$ cat config.mk
export PLATFORM = sky130hd
export DESIGN_NAME = dev_bus_arbiter
export DESIGN_NICKNAME = d
export VERILOG_FILES = /design/src/rtl/dev_bus_arbiter_pkg.sv /design/src/rtl/dev_bus_arbiter_rr_pick2.sv /design/src/rtl/dev_bus_arbiter.sv
export SDC_FILE = /design/constraint.sdc
export NUM_CORES = 1
export LEC_CHECK = 0
export BUFFER_PORTS_ARGS = -buffer_cell sky130_fd_sc_hd__buf_2
export CORE_AREA = 2 2 115 117
export CTS_BUF_LIST = sky130_fd_sc_hd__clkbuf_4 sky130_fd_sc_hd__clkbuf_8
export DETAILED_ROUTE_END_ITERATION = 6
export DIE_AREA = 0 0 117 119
export PLACE_DENSITY = 0.68
export SLEW_MARGIN = 20
export SYNTH_ARGS = -nofsm -noshare
export SYNTH_HDL_FRONTEND = slang
export SYNTH_SLANG_ARGS = --single-unit
$ cat constraint.sdc
create_clock -name clk -period 1.85 [get_ports clk]
set_clock_uncertainty 0.15 [all_clocks]
set_input_delay 0.0925 -clock clk [delete_from_list [all_inputs] [get_ports clk]]
set_output_delay 0.0925 -clock clk [all_outputs]
set_load 0.01 [all_outputs]
$ cat src/rtl/dev_bus_arbiter_pkg.sv
// Shared definitions for the two-master device-port arbiter.
package dev_bus_arbiter_pkg;

   typedef enum logic [1:0] {
      IDLE = 2'd0,
      OWN0 = 2'd1,
      OWN1 = 2'd2
   } arb_state_e;

   localparam int unsigned MAX_BURST_DEF = 4;
   localparam int unsigned CNT_W_DEF     = 3;

endpackage

$ cat src/rtl/dev_bus_arbiter_rr_pick2.sv
// Two-way round-robin chooser: on a tie, the master that did not own the bus last wins.
module rr_pick2 (
   input  logic req0,
   input  logic req1,
   input  logic last,
   output logic pick_valid,
   output logic pick
);

   always_comb begin
      pick_valid = req0 | req1;
      pick       = (req0 & req1) ? ~last : req1;
   end

endmodule

$ cat src/rtl/dev_bus_arbiter.sv
// Round-robin arbiter sharing the bridge's PrAddr/PrWD/PrWE/PrRD port between
// the CPU memory stage (M0) and a DMA/debug master (M1), with bounded bursts.
module dev_bus_arbiter
   import dev_bus_arbiter_pkg::*;
#(
   parameter int unsigned MAX_BURST = MAX_BURST_DEF,
   parameter int unsigned CNT_W     = CNT_W_DEF
) (
   input  logic        clk,
   input  logic        reset,
   input  logic        req0,
   input  logic        we0,
   input  logic [29:0] addr0,
   input  logic [31:0] wdata0,
   output logic        gnt0,
   output logic [31:0] rdata0,
   output logic        rvalid0,
   input  logic        req1,
   input  logic        we1,
   input  logic [29:0] addr1,
   input  logic [31:0] wdata1,
   output logic        gnt1,
   output logic [31:0] rdata1,
   output logic        rvalid1,
   output logic [29:0] PrAddr,
   output logic [31:0] PrWD,
   output logic        PrWE,
   input  logic [31:0] PrRD
);

   arb_state_e        state_q, state_d;
   logic              last_q, last_d;
   logic [CNT_W-1:0]  cnt_q, cnt_d;
   logic [31:0]       rdata0_q, rdata1_q;
   logic              rvalid0_q, rvalid1_q;

   logic              beat0, beat1, burst_end;
   logic              pick_valid, pick;

   rr_pick2 u_pick (
      .req0       (req0),
      .req1       (req1),
      .last       (last_q),
      .pick_valid (pick_valid),
      .pick       (pick)
   );

   assign beat0     = (state_q == OWN0) & req0;
   assign beat1     = (state_q == OWN1) & req1;
   assign burst_end = (cnt_q == CNT_W'(MAX_BURST - 1));

   always_comb begin
      gnt0   = beat0;
      gnt1   = beat1;
      PrAddr = '0;
      PrWD   = '0;
      PrWE   = 1'b0;
      if (beat0) begin
         PrAddr = addr0;
         PrWD   = wdata0;
         PrWE   = we0;
      end else if (beat1) begin
         PrAddr = addr1;
         PrWD   = wdata1;
         PrWE   = we1;
      end
   end

   // Burst limit only forces a release when the other master is waiting; otherwise cnt wraps.
   always_comb begin
      state_d = state_q;
      last_d  = last_q;
      cnt_d   = cnt_q;
      unique case (state_q)
         IDLE: begin
            cnt_d = '0;
            if (pick_valid) state_d = pick ? OWN1 : OWN0;
         end
         OWN0: begin
            if (!req0) begin
               state_d = IDLE;
               last_d  = 1'b0;
               cnt_d   = '0;
            end else if (burst_end) begin
               cnt_d = '0;
               if (req1) begin
                  state_d = IDLE;
                  last_d  = 1'b0;
               end
            end else begin
               cnt_d = cnt_q + CNT_W'(1);
            end
         end
         OWN1: begin
            if (!req1) begin
               state_d = IDLE;
               last_d  = 1'b1;
               cnt_d   = '0;
            end else if (burst_end) begin
               cnt_d = '0;
               if (req0) begin
                  state_d = IDLE;
                  last_d  = 1'b1;
               end
            end else begin
               cnt_d = cnt_q + CNT_W'(1);
            end
         end
         default: begin
            state_d = IDLE;
            cnt_d   = '0;
         end
      endcase
   end

   always_ff @(posedge clk or negedge reset) begin
      if (!reset) begin
         state_q <= IDLE;
         last_q  <= 1'b1;
         cnt_q   <= '0;
      end else begin
         state_q <= state_d;
         last_q  <= last_d;
         cnt_q   <= cnt_d;
      end
   end

   always_ff @(posedge clk or negedge reset) begin
      if (!reset) begin
         rdata0_q  <= '0;
         rdata1_q  <= '0;
         rvalid0_q <= 1'b0;
         rvalid1_q <= 1'b0;
      end else begin
         rvalid0_q <= beat0 & ~we0;
         rvalid1_q <= beat1 & ~we1;
         if (beat0 & ~we0) rdata0_q <= PrRD;
         if (beat1 & ~we1) rdata1_q <= PrRD;
      end
   end

   assign rdata0  = rdata0_q;
   assign rdata1  = rdata1_q;
   assign rvalid0 = rvalid0_q;
   assign rvalid1 = rvalid1_q;

endmodule

==> flow_metrics.py <==
metrics = {
    "worst_setup_path": {
        "arrival_ns": 1.86,
        "reg2reg_setup_slack_ns": -0.03,
        "critPathSlowestCell": "dfrtp_1",
        "critPathLaunchType": "flop",
        "endpoint_kind": "output pin",
        "cp_top_family": "buffers and inverters",
        "worst-path-max-fanout": 8,
        "cpPeakStageDelay_ns": 0.43,
        "worst_ep_required_time_ns": 1.61,
        "worst-path-buf-inv": 3,
        "worstPathCellList": "ha_4, and2_4, buf_6, clkbuf_16, a22o_4, buf_2",
        "critical_path_class": "reg2out",
    },
    "timing": {
        "hold_viol": 0,
        "rsz0062_at_grt": "yes",
        "hold_ws_ns": 0.06897,
        "slew_headroom_pct": 73.34,
        "setup_viol": 65,
        "slew_viol_final": 0,
        "period_minus_slack_ns": 2.103,
        "fin_tns_setup_ns": -12.84,
        "post-route-period-util_pct": 113.7,
        "worst_slack_ns": -0.2526,
        "worst_pin_slew_ns": 0.3999,
        "fmax_ghz": 0.4756,
    },
    "clocking": {
        "clk_transition_reported_paths_ns": 0.08,
        "cts.sinks": 72,
        "clockBufferDepth": 2,
        "insertion_delay_ns": 0.34,
        "cts_tree": "yes",
        "cts_buffers": 9,
        "cts_root_buffer": "clkbuf_8",
        "htree_levels": 3,
    },
    "power_and_ir_drop": {
        "pwr-share-comb_pct": 48.7,
        "p_clk_share_pct": 16.8,
        "sw_frac_of_total_pct": 38.62,
        "seqPwrFrac_pct": 34.5,
        "p_sw_uw": 2974,
        "ir_drop_v": 0.0003713,
        "p_int_uw": 4726,
        "leakage_uw": 0.003560,
        "power_uw": 7700,
        "power.density_mw_per_mm2": 1255,
    },
    "global_route": {
        "grt_pass1_wl_mm": 20.61,
        "use_met2_pct": 32.62,
        "overflow": 0,
        "busiest_layer": "met2",
        "grt_max_degree": 73,
        "antenna_found_initial": 1,
        "use_met1_pct": 24.02,
        "met3_usage_pct": 4.529,
        "first_global_vias": 4056,
        "track_usage_pct": 19.18,
    },
    "placed_design": {
        "port_buffers": 292,
        "gp_congestion": 0.8611,
        "dpl_worst_slack_ns": 0.05682,
        "dp_hpwl_mm": 9.688,
    },
    "yosys": {
        "seq_area_frac_synth_pct": 51.43,
        "synth_top_area_share_pct": 50.68,
        "synth-seq-cells": 72,
        "syn_area_mm2": 0.003506,
        "synth.distinct_cells": 27,
        "syn_avg_cell_area_um2": 9.012,
        "synthTopCellsByArea": "dfrtp_1 (51%), nand2_1 (21%), a22o_1 (16%), buf_2 (2.1%), buf_4 (1.9%)",
        "async_flop_share_pct": 100.0,
        "synth_warnings": 0,
        "syn_inst": 389,
        "synth_area_leader_cell": "dfrtp_1",
        "synth_nets": 555,
        "ys.flop_type": "dfrtp_1",
        "synth-edff-count": 0,
    },
    "hold_path": {
        "hold_class": "in2reg",
    },
    "cells_and_area": {
        "layout.cells.most_common": "buf_2",
        "fillers": 1276,
        "layout-drive-gt1-share_pct": 48.37,
        "areaGrowthSynthToFinish_pct": 74.98,
        "final_cell_mix": "buf_2 (291), nand2_1 (194), dfrtp_1 (71)",
        "final_nets": 897,
    },
    "route": {
        "routed_wl_mm": 14.37,
        "final_antenna_net_count": 0,
        "wl_per_cell_um": 15.74,
        "drt_iter0_markers": 283,
        "via_per_inst": 4.521,
        "num_vias": 4128,
        "dr.pass1.iters": 4,
        "drc": 0,
    },
    "floorplan": {
        "start_util_pct": 27.23,
        "core_mm2": 0.01287,
        "fp-row-count": 42,
        "die_area_mm2": 0.01392,
        "die_x_um": 117,
        "fp.dieH_um": 119,
        "boundaryPins": 293,
    },
    "outcome": {
        "outcome": "finished with violations",
        "violations": "setup timing",
    },
    "run": {
        "cap_violations": 0,
    },
}
## registers in the layout, indices dropped and copies added, names as in the netlist
signal / cells
cnt_q: 3
rvalid1: 1
rdata1: 32
state_q: 2
rdata0: 32
last_q: 1
rvalid0: 1
## stage by stage
| stage | utilization (%) | instances | instance area, um^2 |
|---|---|---|---|
| 5_1_grt | 47.65 | 913 | 6135 |
| 2_1_floorplan | - | 389 | 3506 |
| 6_report | 47.65 | 913 | 6135 |
| 3_5_place_dp | 39.90 | 839 | 5137 |
| 4_1_cts | 46.88 | 909 | 6036 |
| 3_3_place_gp | 39.90 | 839 | 5137 |
## worst min-delay path, stage by stage
cell and delay, ns:
buf_2 0.09, nand2b_4 0.15, inv_8 0.04, buf_8 0.14
## cell type report
type	count	area, um^2	share of cell area, %
flip-flops and latches	72	1803	29.39
diodes	1	2.502	0.04079
multi-input cells	283	1558	25.39
clock inverters	6	67.56	1.101
inverters	6	30.03	0.4895
clock buffers	10	137.6	2.244
well taps	176	220.2	3.590
repair buffers	359	2316	37.75
## metal layers
layer	routed length, um	vias to the layer above	part of all wire (%)
met4	221	0	1.5
met1	6047	1933	42
met2	7060	203	49
met5	0	-	0
li1	-	1980	-
met3	1043	12	7.3
## cells by family after synthesis
logic type / share of synthesized area [%]
and+or+nand+nor: 23.95
DFF: 51.43
AOI/OAI and AO/OA: 16.84
buffers and inverters: 6.067
adders and majority gates: 1.428
muxes: 0.2855
## synthesized netlist by cell type (2+ instances only)
master    count
a22o_1       63
buf_2        15
buf_4         9
buf_6         4
dfrtp_1      71
ha_1          4
inv_1         3
inv_2         2
nand2_1     195
nand2b_1      2
nand3b_1      3
nor2_1        3
## worst paths after layout
check                                        from                endpoint  depth (start not counted)
max                        state_q[0]$_DFFE_PN0P_              PrAddr[20]                          6
min                                           we0       rvalid0$_DFF_PN0_                          4
max reg2reg                state_q[0]$_DFFE_PN0P_  state_q[0]$_DFFE_PN0P_                          7
min reg2reg                    cnt_q[0]$_DFF_PN0_      cnt_q[0]$_DFF_PN0_                          1
max in group asynchronous                   reset      last_q$_DFFE_PN1P_                          3
min in group asynchronous                   reset   rdata0[9]$_DFFE_PN0P_                          3
## power groups by stage
stage | Sequential [uW] | Clock [uW] | Combinational, uW
final | 2660 | 1290 | 3750
after global routing | 2750 | 1400 | 4130
after CTS | 2660 | 1330 | 3670
after detailed placement | 2680 | 0 | 3210
after global placement | 2660 | 0 | 3180
after floorplan | 3000 | 0 | 1410
## repair_timing
action	CTS	global route
hold buffers	36	0
cloned	6	3
gates resized for setup	26	8
setup buffers	13	1
setup endpoints to repair	64	82
hold endpoints to repair	138	0
pin swaps	5	5
Power figures use the tool's default switching activity.
